<file path="config.mk">
export PLATFORM = sky130hd
export DESIGN_NAME = id_ex_pipe_reg
export DESIGN_NICKNAME = d
export VERILOG_FILES = /design/src/rtl/id_ex_pipe_reg.sv
export SDC_FILE = /design/constraint.sdc
export NUM_CORES = 1
export LEC_CHECK = 0
export CAP_MARGIN = 10
export CORE_AREA = 2 2 151 153
export CTS_CLUSTER_DIAMETER = 40
export CTS_CLUSTER_SIZE = 8
export DETAILED_ROUTE_END_ITERATION = 8
export DIE_AREA = 0 0 153 155
export GPL_TIMING_DRIVEN = 0
export PLACE_DENSITY = 0.77
export SLEW_MARGIN = 20
export SYNTH_ARGS = -nofsm -noshare
export SYNTH_HDL_FRONTEND = slang
export SYNTH_SLANG_ARGS = --single-unit
</file>
<file path="constraint.sdc">
create_clock -name clock -period 2.1 [get_ports clock]
set_clock_uncertainty 0.2 [all_clocks]
set_input_delay 0.42 -clock clock [delete_from_list [all_inputs] [get_ports clock]]
set_output_delay 0.42 -clock clock [all_outputs]
set_load 0.005 [all_outputs]
</file>
<file path="src/rtl/id_ex_pipe_reg.sv">
// ID/EX pipeline register: captures decoded fields and bypassed operands at the end of ID,
// forces x0 reads to zero, detects load-use hazards and counts the EX bubbles it inserts.
module id_ex_pipe_reg #(
  parameter int XLEN         = 32,
  parameter int CTRL_W       = 12,
  parameter int MEM_READ_BIT = 0,
  parameter int CNT_W        = 16
) (
  input  logic              clock,
  input  logic              reset,
  input  logic              stall,
  input  logic              flush,
  input  logic              id_valid,
  input  logic [XLEN-1:0]   id_pc,
  input  logic [4:0]        id_rs1,
  input  logic [4:0]        id_rs2,
  input  logic [4:0]        id_rd,
  input  logic [XLEN-1:0]   id_imm,
  input  logic [CTRL_W-1:0] id_ctrl,
  input  logic [XLEN-1:0]   rf_rdata1,
  input  logic [XLEN-1:0]   rf_rdata2,
  input  logic              wb_wen,
  input  logic [4:0]        wb_rd,
  input  logic [XLEN-1:0]   wb_wdata,
  output logic              ld_use_stall,
  output logic              ex_valid,
  output logic [XLEN-1:0]   ex_pc,
  output logic [XLEN-1:0]   ex_rs1_val,
  output logic [XLEN-1:0]   ex_rs2_val,
  output logic [4:0]        ex_rs1,
  output logic [4:0]        ex_rs2,
  output logic [4:0]        ex_rd,
  output logic [XLEN-1:0]   ex_imm,
  output logic [CTRL_W-1:0] ex_ctrl,
  output logic [CNT_W-1:0]  bubble_count
);

  typedef struct packed {
    logic              valid;
    logic [XLEN-1:0]   pc;
    logic [XLEN-1:0]   rs1_val;
    logic [XLEN-1:0]   rs2_val;
    logic [4:0]        rs1;
    logic [4:0]        rs2;
    logic [4:0]        rd;
    logic [XLEN-1:0]   imm;
    logic [CTRL_W-1:0] ctrl;
  } ex_t;

  ex_t             ex_q;
  ex_t             id_bundle;
  logic [CNT_W-1:0] bubble_q;

  // x0 wins over everything; otherwise a same-edge writeback beats the stale regfile read.
  function automatic logic [XLEN-1:0] sel_operand(
    input logic [4:0]      src,
    input logic [XLEN-1:0] rf_data,
    input logic            wen,
    input logic [4:0]      wrd,
    input logic [XLEN-1:0] wdata
  );
    if (src == 5'd0)
      return '0;
    else if (wen && (wrd == src))
      return wdata;
    else
      return rf_data;
  endfunction

  always_comb begin
    id_bundle         = '0;
    id_bundle.valid   = id_valid;
    id_bundle.pc      = id_pc;
    id_bundle.rs1_val = sel_operand(id_rs1, rf_rdata1, wb_wen, wb_rd, wb_wdata);
    id_bundle.rs2_val = sel_operand(id_rs2, rf_rdata2, wb_wen, wb_rd, wb_wdata);
    id_bundle.rs1     = id_rs1;
    id_bundle.rs2     = id_rs2;
    id_bundle.rd      = id_rd;
    id_bundle.imm     = id_imm;
    id_bundle.ctrl    = id_valid ? id_ctrl : '0;
  end

  // A bubble has ex_valid=0, so it can never re-trigger the hazard on the next cycle.
  assign ld_use_stall = id_valid & ex_q.valid & ex_q.ctrl[MEM_READ_BIT] & (ex_q.rd != 5'd0)
                      & ((ex_q.rd == id_rs1) | (ex_q.rd == id_rs2)) & ~flush;

  // NOTE: sequential state uses non-blocking assignments so every register samples
  // pre-edge values regardless of statement order.
  always_ff @(posedge clock or negedge reset) begin
    if (!reset) begin
      ex_q     <= '0;
      bubble_q <= '0;
    end else if (flush) begin
      ex_q <= '0;
    end else if (stall) begin
      ex_q <= ex_q;
    end else if (ld_use_stall) begin
      ex_q <= '0;
      if (bubble_q != '1)
        bubble_q <= bubble_q + 1'b1;
    end else begin
      ex_q <= id_bundle;
    end
  end

  assign ex_valid     = ex_q.valid;
  assign ex_pc        = ex_q.pc;
  assign ex_rs1_val   = ex_q.rs1_val;
  assign ex_rs2_val   = ex_q.rs2_val;
  assign ex_rs1       = ex_q.rs1;
  assign ex_rs2       = ex_q.rs2;
  assign ex_rd        = ex_q.rd;
  assign ex_imm       = ex_q.imm;
  assign ex_ctrl      = ex_q.ctrl;
  assign bubble_count = bubble_q;

endmodule

</file>
* Word-level counts from Yosys, hierarchy flattened *
Index checks and enable logic that the tools add are counted.

storage, ports and cells
  register bits after elaboration = 172
  word-level logic and storage cells = 39
  output and inout port bits = 173

operators by class
  add/sub/neg operators = 1
  reductions and logical operators = 6
  equality and inequality tests = 6
  mux-type cells = 8
  bitwise logic cells = 8

operator list
  kind                     count
  $mux W156                3
  $mux W32                 4
  $eq A5 B5 Y1             4
  $add A16 B1 Y16 const B  1
  $ne A16 B16 Y1 const B   1
  $mux W12                 1
  $logic_not A5 Y1         2
  $and A1 B1 Y1            5
  $reduce_bool A5 Y1       1
  $reduce_and A4 Y1        1
  $logic_and A1 B1 Y1      2
  $ne A2 B1 Y1 const B     1
  $not A1 Y1               2
  $or A1 B1 Y1             1

* Depth between registers and ports, before layout *
Gate-level depths: netlist (run 1).

  depth in word-level cells = 8
  mapped depth = 8
  depth with buffers taken out = 7

* Least setup slack after synthesis (run 1) *
OpenSTA, ideal clock, no wires.

  path type = input port to flip-flop
  start = input id_rs2[3]
  end = register ex_q (netlist bit ex_rs2_val[12])
  required time = 1.778 ns
  cell stages on the path = 7
  arrival time = 1.866 ns
  path slack = -0.088 ns
  path buffers = 2
  cell sequence = xor2_1 -> nor4_1 -> and3_1 -> buf_2 -> buf_2 -> mux2_2 -> a32o_1

on the way
  longest elaborated chain between the ends = 7

RTL lines
  element                                              RTL line  text
  start, declared                                      16        input logic [4:0] id_rs2,
  $eq A5 B5 Y1 (on tied branches)                      85, 64
  $or A1 B1 Y1 or $logic_and A1 B1 Y1 (tied branches)  85, 64
  $and A1 B1 Y1 or $mux W32 (tied branches)            85, 64
  $and A1 B1 Y1 or $mux W32 (tied branches)            85, 62
  $mux W156 (*)                                        97        end else if (ld_use_stall) begin
  $mux W156 (*)                                        95        end else if (stall) begin
  $mux W156 (*)                                        93        end else if (flush) begin
  end signal, assigned                                 96        ex_q <= ex_q;
  end signal, assigned                                 102       ex_q <= id_bundle;
  end, declared                                        50        ex_t ex_q;

Mark *: on every way between the ends. The rest lies on a longest branch, timed or not. The select of a mux whose other input is x is not followed.
A chain may end at the register's enable or synchronous reset.

* Worst setup path after layout (run 1) *
  start = register ex_q (netlist bit ex_rd[2])
  end = output ld_use_stall

on the way
  longest elaborated chain between the ends = 4

RTL lines
  element                                             RTL line  text
  $eq A5 B5 Y1 or $reduce_bool A5 Y1 (tied branches)  85, 84
  $or A1 B1 Y1 or $and A1 B1 Y1 (tied branches)       85, 84
  $and A1 B1 Y1 (*) (2 in a row)                      85        & ((ex_q.rd == id_rs1) | (ex_q.rd == id_rs2)) & ~flush;
  end, declared                                       25        output logic ld_use_stall,

Mark *: on every way between the ends. The rest lies on a longest branch, timed or not.

==> results of run 1 <==
-- cells by family (layout without fill, tap and decap cells) --
| kind of cell | count (synthesis) | in the layout |
|---|---|---|
| adder cells (fa/ha/maj) | 1 | 1 |
| other | 0 | 5 |
| buffers and inverters | 73 | 533 |
| AO/OA/AOI/OAI | 162 | 162 |
| flip-flops | 172 | 172 |
| AND/OR/NAND/NOR | 235 | 235 |
| XOR/XNOR | 33 | 33 |
| multiplexers | 66 | 66 |
-- where the power goes --
part | internal, W | total (W) | switching [W]
Sequential | 0.00347 | 0.00358 | 0.000105
Combinational | 0.000893 | 0.00149 | 0.000592
Clock | 0.00160 | 0.00311 | 0.00151
-- synth_stat cells (all sizes together) (3+ instances only) --
| cell type | count | area share |
|---|---|---|
| nor3 | 8 | 0.0054 |
| dfrtp | 172 | 0.52 |
| nand4b | 13 | 0.014 |
| nor4 | 7 | 0.010 |
| nand3b | 80 | 0.072 |
| and3 | 10 | 0.0075 |
| a32o | 64 | 0.077 |
| mux2 | 66 | 0.089 |
| clkbuf | 43 | 0.019 |
| xor2 | 30 | 0.032 |
| nand2 | 96 | 0.043 |
| buf | 28 | 0.025 |
| xnor2 | 3 | 0.0032 |
| nor2 | 7 | 0.0032 |
| a21oi | 94 | 0.059 |
-- cell type report --
| type | count | area (um2) |
|---|---|---|
| timing repair buffer | 430 | 4550 |
| clock inverter | 14 | 128 |
| fill | 1724 | 7910 |
| buffer | 69 | 527 |
| inverter | 2 | 12.5 |
| multi-input combinational | 497 | 3980 |
| antenna | 5 | 12.5 |
| tap | 285 | 357 |
| sequential | 172 | 4310 |
| clock buffer | 18 | 439 |
-- state kept, by name (all words and copies together) (netlist names) --
register / count
bubble_count: 16
ex_pc: 32
ex_ctrl: 12
ex_rd: 5
ex_rs2: 5
ex_rs2_val: 32
ex_rs1_val: 32
ex_imm: 32
ex_rs1: 5
ex_valid: 1
-- how the worst min path moves through the flow --
stage                         startpoint               to  cells past startpoint
after CTS                      id_rs1[2]        ex_rs1[2]                      3
after floorplan                    reset  bubble_count[0]                      0
after global routing            id_valid      ex_ctrl[11]                      3
after detailed placement           reset   ex_rs2_val[26]                      1
final                           id_valid       ex_ctrl[1]                      3
after global placement    ex_rs1_val[11]   ex_rs1_val[11]                      1
-- worst min-delay path: stages --
cell and delay, ns:
dlymetal6s2s_1 0.17, nand4b_1 0.11, a21oi_1 0.06
-- layer usage --
layer | vias up | track usage | share of wire
li1 | 3621 | - | -
met1 | 3979 | 0.300 | 0.37
met2 | 348 | 0.475 | 0.52
met3 | 52 | 0.0836 | 0.079
met4 | 0 | 0.0988 | 0.030
met5 | - | 0 | 0
-- placed cells by master (no fill, tap or decap), types with 7 or more instances in the layout --
cell type,count
clkdlybuf4s50_1,353
buf_8,21
nand2_1,96
xor2_1,29
mux2_1,17
nand4b_1,13
mux2_2,25
a32o_1,64
nand3b_1,80
mux2_4,24
dfrtp_1,166
a21oi_1,55
buf_6,23
clkbuf_1,36
dlygate4sd2_1,12
clkbuf_2,7
clkbuf_16,17
buf_12,17
buf_4,18
and3_1,7
a21oi_2,37
-- repair_timing --
action,in CTS,in global routing
setup buffers,43,11
gates cloned,18,0
pin swaps,102,37
endpoints found under the setup margin,178,174
endpoints found under the hold margin,80,0
hold buffers,1,0
resized for setup,127,52
-- per-stage QoR --
step | TNS [ns] | instances | util | instance area, um2
floorplan | -0.0275 | 742 | - | 8460
global placement | -1333.73 | 1397 | 0.563 | 12500
detailed placement | -148.90 | 1398 | 0.565 | 12500
CTS | -58.15 | 1492 | 0.647 | 14400
global route | -57.94 | 1492 | 0.644 | 14300
finish | -47.16 | 1492 | 0.644 | 14300
==> results by group, run 1 <==
Placement
  • Placer Congestion: 0.865
  • Setup slack at placement: -1.00 ns
  • Port Buffers: 370
  • HPWL after DPL: around 23 mm

Clocking
  • CTS sink cnt: 172
  • CTS tree: built
  • Clock-pin slew on the worst setup and hold paths: 0.07 ns
  • Worst-Skew Late Latency: 0.44 ns
  • TritonCTS Buffers: 17
  • CTS Root Cell: clkbuf_16
  • Clk buf depth: 2
  • # H-tree levels: 4

Worst setup path
  • Critical path data required time: roughly 1.5 ns
  • FF-to-FF End: bubble_count[8]
  • Number of cells on the worst reg-to-reg path: 12
  • Top delay family on crit path: simple AND/OR/NAND/NOR gates
  • Slowest cell on the critical path: or4_4
  • Worst Path Max Fanout: 5
  • Buf+Inv Stages, Crit Path: 2
  • Levels on crit path: 5
  • CP max stage delay: 0.53 ns
  • Worst EP arrival: 1.91 ns
  • Critical Path Sink: ld_use_stall
  • Critical path launch point: ex_rd[2]
  • Setup CP Type: flip-flop to output port
  • Worst Setup Start Kind: flip-flop
  • Setup crit end kind: output port
  • CP cell instances: or4_4 > o21ai_4 > or2_4 > clkinv_4 > buf_6
  • R2R setup slack: -0.43 ns
  • Critical R2R Launch: ex_rd[2]

Route
  • Iter 0 DRT Violations: 411
  • Routed Antenna Nets: 0
  • TritonRoute pass-1 iters: 4
  • Drt wl/cell: about 22 um
  • Number of remaining DRC errors: 0
  • Drt total wl: 32.3 mm
  • Routed vias/inst: 5.36
  • Vias: 8000

Die
  • Starting Density: 0.374
  • DIE WIDTH: ~150 um
  • Die area: 23700 um2
  • Cell Rows: 55
  • Core box area: 22200 um2
  • I/O pin count: 371
  • Die Y: 155 um

Flow run
  • MaxCap Viol Count: 0

Cells and area
  • Layout cells sized above 1: 0.203
  • Final net count: 1388
  • Area grow syn2layout: 72.4%

GRT
  • Tot GR Track Use: 0.266
  • Vias in the first global route: between 8000 and 9000
  • Global route overflow: 0
  • Largest net degree at the start of global routing: 93
  • Antenna violations before repair: 5
  • First-pass GRT wire length: 48.9 mm

Synth
  • Netlist cell types: 40
  • Post-Syn Instances: 742
  • Synthesized net count: 941
  • Seq/Total Area, Yosys: 0.518
  • Synth Area in XOR/XNOR: 0.0348
  • Syn Area/Cell: between 10 and 15 um2
  • Cell area after synthesis: 8300 um2
  • Top_reg_cell synth: dfrtp_1
  • Warnings from Yosys: 0
  • Largest family of logic cells by synthesized area: simple AND/OR/NAND/NOR gates
  • Ys async rst share: 1.00
  • Adder-Cell Fraction of Synth Area: 0.00151
  • Mux cell area share after synthesis: 0.0895
  • Compound-gate portion of the synthesized area: 0.142
  • #FFs+latches synth: 172
  • Synth Area in Simple Gates: 0.169
  • EDFF count, synth: 0

STA
  • Final Hold Fails: 0
  • Final hold slack: roughly 0.17 ns
  • Tcrit/Tclk final: 1.21
  • Minimum clock period: 2.53 ns
  • Fmax: 395 MHz
  • Worst setup margin: -0.435 ns
  • Pins Over Slew Limit: 0
  • Final setup vio count: 173
  • RSZ-0062 raised after global routing: yes
  • Slew @ Worst Pin: 0.693 ns
  • Slew Limit Headroom: 0.538

Hold path
  • Worst hold path class: input pin to flip-flop

Power
  • Leakage power: 5.94 nW
  • Post-route total power: 0.00817 W
  • VDD IR-drop max: 477 uV
  • PD cells: 570 nW/um2

Outcome
  • Run status: finished, violations left
  • Failing checks: setup timing
Note: power is estimated with default switching activity, not from simulation.
==> inputs of run 2 (changes only) <==
--- a/config.mk
+++ b/config.mk
@@ -6,13 +6,14 @@
 export NUM_CORES = 1
 export LEC_CHECK = 0
 export CAP_MARGIN = 10
-export CORE_AREA = 2 2 151 153
+export CORE_AREA = 2 2 146 148
 export CTS_CLUSTER_DIAMETER = 40
 export CTS_CLUSTER_SIZE = 8
 export DETAILED_ROUTE_END_ITERATION = 8
-export DIE_AREA = 0 0 153 155
+export DIE_AREA = 0 0 148 150
+export DONT_BUFFER_PORTS = 1
 export GPL_TIMING_DRIVEN = 0
-export PLACE_DENSITY = 0.77
+export PLACE_DENSITY = 0.58
 export SLEW_MARGIN = 20
 export SYNTH_ARGS = -nofsm -noshare
 export SYNTH_HDL_FRONTEND = slang
==> results by group, run 2 (synthesized netlist as in run 1, its figures left out) <==
Route
  • Drt wl/cell: 24.8 um (+14%)
  • Iter 0 DRT Violations: 338 (-18%)
  • TritonRoute pass-1 iters: 5 (+1)
  • Number of remaining DRC errors: 0 (unchanged)
  • Routed vias/inst: 5.97 (+11%)
  • Vias: 7042 (-12%)
  • Routed Antenna Nets: 0 (unchanged)
  • Drt total wl: 29.2 mm (-9.7%)

Clocking
  • TritonCTS Buffers: 17 (unchanged)
  • Clk buf depth: 2 (unchanged)
  • # hold bufs at CTS: 92 (+91)
  • CTS sink cnt: 172 (unchanged)
  • Clock-pin slew on the worst setup and hold paths: 0.07 ns (about the same)
  • Worst-Skew Late Latency: 0.42 ns (-0.02 ns)
  • CTS tree: built
  • # H-tree levels: 4 (unchanged)
  • CTS Root Cell: clkbuf_16

Worst setup path
  • Top delay family on crit path: simple AND/OR/NAND/NOR gates
  • CP cell instances: or4_4 > o21ai_4 > or2_4 > inv_4
  • Setup CP Type: flip-flop to output port
  • Setup crit end kind: output port
  • Buf+Inv Stages, Crit Path: 1 (-1)
  • Worst Setup Start Kind: flip-flop
  • Worst Path Max Fanout: 5 (unchanged)
  • CP max stage delay: 0.56 ns (+0.03 ns)
  • Worst EP arrival: 1.80 ns (-0.11 ns)
  • Slowest cell on the critical path: or4_4
  • Critical path data required time: 1.48 ns (about the same)

Cells and area
  • Final net count: 1090 (-21%)
  • Fillcell total: 1723 (-0.058%)
  • Most common cell after layout, fill and taps aside: dfrtp_1
  • Most frequent cells in the layout: dfrtp_1 (160), nand2_1 (96), dlygate4sd3_1 (92)
  • Layout cells sized above 1: 0.239 (+0.0362)
  • Final core occ: 0.550 (-0.0947)
  • Area grow syn2layout: 36.9%

Outcome
  • Failing checks: hold timing, setup timing
  • Run status: finished, violations left

GRT
  • Global route overflow: 0 (unchanged)
  • First-pass GRT wire length: 43.4 mm (-11%)
  • Antenna violations before repair: 1 (-4)
  • Tot GR Track Use: 0.254 (-0.0127)
  • GRT met2 Usage: 0.444 (-0.0312)
  • Largest net degree at the start of global routing: 173 (+86%)
  • Met3 GRT Util: 0.0793 (-0.00430)
  • Met1 Use GR: 0.291 (-0.00892)
  • Most Used Layer, Global Route: met2
  • Vias in the first global route: 7324 (-14%)

STA
  • Tcrit/Tclk final: 1.15 (-0.0553)
  • RSZ-0062 raised after global routing: yes
  • Setup TNS Final: -33.20 ns (+13.96 ns)
  • Slew Limit Headroom: 0.457 (-0.0809)
  • Minimum clock period: 2.42 ns (-0.116 ns)
  • Pins Over Slew Limit: 0 (unchanged)
  • Final hold slack: -0.510 ns (-0.684 ns)
  • Final Hold Fails: 172 (+172)
  • Final setup vio count: 172 (-0.58%)
  • Worst setup margin: -0.319 ns (+0.116 ns)
  • Fmax: 413 MHz (+4.8%)
  • Slew @ Worst Pin: 0.811 ns (+0.118 ns)

Die
  • Core box area: 20700 um2 (-6.9%)
  • Die Y: 150 um (-3.2%)
  • I/O pin count: 371 (unchanged)
  • DIE WIDTH: 148 um (-3.3%)
  • Cell Rows: 53 (-3.6%)
  • Die area: 22200 um2 (-6.4%)
  • Starting Density: 0.401 (+0.0278)

Placement
  • Port Buffers: 0 (-100%)
  • HPWL after DPL: 20.0 mm (-12%)
  • Placer Congestion: 0.864 (-0.13%)

Power
  • PD cells: 695 nW/um2 (+22%)
  • VDD IR-drop max: 534 uV (+12%)
  • Leakage power: 4.78 nW (-20%)

Flow run
  • MaxCap Viol Count: 0 (unchanged)

Hold path
  • Worst hold path class: input pin to asynchronous set/reset pin
-- run 2: path summary, 6_finish.rpt --
kind,start,endpoint,slack [ns],depth (start not counted)
min in group clock,wb_wdata[7],ex_rs2_val[7],0.09,2
hold / removal,reset,ex_rs2_val[22],-0.51,0
setup / recovery,ex_rd[2],ld_use_stall,-0.32,4
hold reg to reg,ex_rs1_val[1],ex_rs1_val[1],0.32,1
setup reg to reg,ex_rd[2],ex_ctrl[9],-0.28,9
max in group asynchronous,reset,ex_rd[4],1.90,0
-- run 2: metal layers --
metal / up-vias / share of wire
met5: - / 0
met4: 0 / 0.030
met3: 55 / 0.093
met2: 374 / 0.51
met1: 3600 / 0.36
li1: 3013 / -
-- run 2: area by class of cell --
type	instances	area, um2	share of cell area
timing repair buffer	132	1580	0.139
clock buffer	18	439	0.0386
sequential	172	4320	0.380
antenna	1	2.50	0.000220
buffer	69	514	0.0452
tap	275	344	0.0303
clock inverter	13	203	0.0178
multi-input combinational	497	3960	0.348
inverter	2	10.0	0.000880
-- run 2: timing repair --
item,CTS,global route
buffers inserted,19,9
endpoints found under the setup margin,172,173
endpoints found under the hold margin,263,172
gates resized for setup,59,62
pin swaps,20,42
gates cloned,10,3
-- run 2: per-stage QoR --
stage	instance area (um2)	cells	power (W)	setup slack, ns
floorplan	8460	742	0.00409	-0.00917
global route	11400	1179	0.00819	-0.383
global placement	8800	1017	0.00423	-0.414
detailed placement	8800	1017	0.00426	-0.460
finish	11400	1179	0.00791	-0.319
CTS	11100	1169	0.00791	-0.356
-- run 2: power by group --
part           internal (W)  leakage [nW]  switching (W)
Combinational      0.000422          2.18       0.000356
Sequential          0.00347          2.29       0.000164
Clock               0.00206         0.312        0.00143
Total               0.00595          4.78        0.00195
==> inputs of run 3 (changes only) <==
--- a/config.mk
+++ b/config.mk
@@ -6,14 +6,14 @@
 export NUM_CORES = 1
 export LEC_CHECK = 0
 export CAP_MARGIN = 10
-export CORE_AREA = 2 2 146 148
+export CORE_AREA = 2 2 164 230
 export CTS_CLUSTER_DIAMETER = 40
 export CTS_CLUSTER_SIZE = 8
 export DETAILED_ROUTE_END_ITERATION = 8
-export DIE_AREA = 0 0 148 150
+export DIE_AREA = 0 0 166 232
 export DONT_BUFFER_PORTS = 1
 export GPL_TIMING_DRIVEN = 0
-export PLACE_DENSITY = 0.58
+export PLACE_DENSITY = 0.38
 export SLEW_MARGIN = 20
 export SYNTH_ARGS = -nofsm -noshare
 export SYNTH_HDL_FRONTEND = slang
==> results by group, run 3 (synthesized netlist as in run 1, its figures left out) <==
Outcome
  • Run status: finished, violations left
  • Failing checks: hold timing, setup timing

Route
  • Number of remaining DRC errors: 0 (unchanged)
  • Routed vias/inst: 4.84 (-19%)
  • Vias: 6590 (-6.4%)
  • Drt total wl: 32.6 mm (+12%)
  • Drt wl/cell: 23.9 um (-3.4%)
  • Iter 0 DRT Violations: 244 (-28%)
  • TritonRoute pass-1 iters: 4 (-1)
  • Routed Antenna Nets: 0 (unchanged)

Clocking
  • TritonCTS Buffers: 17 (unchanged)
  • CTS tree: built
  • Clock-pin slew on the worst setup and hold paths: 0.09 ns (+0.02 ns)
  • # H-tree levels: 4 (unchanged)
  • Worst-Skew Late Latency: 0.45 ns (+0.03 ns)
  • Clk buf depth: 2 (unchanged)
  • CTS sink cnt: 172 (unchanged)
  • CTS Root Cell: clkbuf_16
  • # hold bufs at CTS: 92 (unchanged)

STA
  • Pins Over Slew Limit: 0 (unchanged)
  • Slew @ Worst Pin: 0.831 ns (+0.0203 ns)
  • Fmax: 397 MHz (-3.9%)
  • Final Hold Fails: 172 (unchanged)
  • Final setup vio count: 167 (-2.9%)
  • RSZ-0062 raised after global routing: yes
  • Slew Limit Headroom: 0.446 (-0.0116)
  • Worst setup margin: -0.416 ns (-0.0975 ns)
  • Final hold slack: -0.553 ns (-0.0426 ns)
  • Tcrit/Tclk final: 1.20 (+0.0464)
  • Minimum clock period: 2.52 ns (+0.0975 ns)

Cells and area
  • Final net count: 1080 (-0.92%)
  • Area grow syn2layout: 37.4%
  • Final instance area: 11400 um2 (+0.33%)
  • Most frequent cells in the layout: dfrtp_1 (165), nand2_1 (96), dlygate4sd3_1 (92)
  • Most common cell after layout, fill and taps aside: dfrtp_1
  • Final core occ: 0.313 (-0.237)
  • Fillcell total: 3754 (+120%)
  • # diodes: 0 (-1)
  • Layout cells sized above 1: 0.206 (-0.0334)

Placement
  • Placer Congestion: 0.728 (-16%)
  • HPWL after DPL: 23.2 mm (+16%)
  • Port Buffers: 0 (unchanged)
  • Setup slack at placement: -0.747 ns (-0.288 ns)
  • Placed Area: 9040 um2 (+2.7%)

GRT
  • First-pass GRT wire length: 47.6 mm (+9.7%)
  • Vias in the first global route: 7115 (-2.9%)
  • Largest net degree at the start of global routing: 173 (unchanged)
  • Tot GR Track Use: 0.165 (-0.0882)
  • Antenna violations before repair: 0 (-1)
  • Global route overflow: 0 (unchanged)

Worst setup path
  • CP max stage delay: 0.56 ns (about the same)
  • Critical path launch point: ex_rd[1]
  • Setup crit end kind: output port
  • R2R setup slack: -0.36 ns (-0.08 ns)
  • Critical R2R Launch: ex_rd[1]
  • Worst Path Max Fanout: 5 (unchanged)
  • Critical path data required time: 1.48 ns (about the same)
  • Slowest cell on the critical path: or4_4
  • Worst EP arrival: 1.90 ns (+0.10 ns)
  • CP cell instances: or4_4 > o21ai_4 > or2_4 > inv_6
  • Worst Setup Start Kind: flip-flop
  • Setup CP Type: flip-flop to output port

Power
  • Leakage power: 4.72 nW (-1.1%)
  • Post-route total power: 0.00766 W (-3.1%)
  • VDD IR-drop max: 465 uV (-13%)
  • PD cells: 672 nW/um2 (-3.4%)

Die
  • Cell Rows: 83 (+57%)
  • I/O pin count: 371 (unchanged)
  • Core box area: 36500 um2 (+76%)
  • DIE WIDTH: 166 um (+12%)
  • Die Y: 232 um (+55%)
  • Starting Density: 0.228 (-0.174)
  • Die area: 38500 um2 (+73%)

Hold path
  • Worst hold path class: input pin to asynchronous set/reset pin

Flow run
  • MaxCap Viol Count: 0 (unchanged)
## run 3: changes by cell type in the layout (fill, tap and decap cells not counted), sizes merged
cell	delta
buf	-11
bufinv	-4
bufbuf	+3
clkbuf	-3
clkinv	+3
inv	+2
clkinvlp	+1
diode	-1
## run 3: critical path: cells and delay by family (launching register included)
kind,cells,cell delay (ns)
AO/OA/AOI/OAI,1,0.18
buffers and inverters,1,0.06
flip-flops,1,0.47
AND/OR/NAND/NOR,2,0.74
## run 3: final timing paths
kind,cells past startpoint,end
setup / recovery,4,ld_use_stall
hold / removal,0,ex_pc[24]
setup reg to reg,8,ex_rd[1]
hold reg to reg,1,ex_rs1_val[13]
max in group asynchronous,0,bubble_count[7]
min in group clock,2,ex_rs2_val[13]
## run 3: per-layer routing
layer	share of wire	global-route usage
met3	0.090	0.0653
met1	0.36	0.172
met2	0.54	0.310
met5	0	0
met4	0.011	0.0397
## run 3: metrics by stage
| stage | cells | TNS, ns |
|---|---|---|
| 6_report | 1361 | -41.83 |
| 3_5_place_dp | 1209 | -90.11 |
| 4_1_cts | 1359 | -51.49 |
| 2_1_floorplan | 742 | -0.0275 |
| 3_3_place_gp | 1209 | -87.97 |
| 5_1_grt | 1361 | -58.64 |
## run 3: where the power goes
group	internal (W)	switching, W	total [W]
sequential	0.00347	0.000166	0.00364
combinational	0.000417	0.000347	0.000764
clock	0.00161	0.00165	0.00326
## run 3: cell type report
class | count | area [um2] | area share
buffer | 70 | 548 | 0.0480
timing repair buffer | 121 | 1480 | 0.130
clock buffer | 17 | 425 | 0.0373
tap | 467 | 584 | 0.0512
multi-input combinational | 497 | 3880 | 0.340
clock inverter | 15 | 169 | 0.0148
sequential | 172 | 4310 | 0.378
inverter | 2 | 12.5 | 0.00110
## run 3: what timing repair did
item	4_1_cts	5_1_grt
setup buffers	16	3
pin swaps	10	21
resized for setup	55	34
endpoints found under the setup margin	173	173
gates cloned	10	0
hold endpoints to repair	263	172
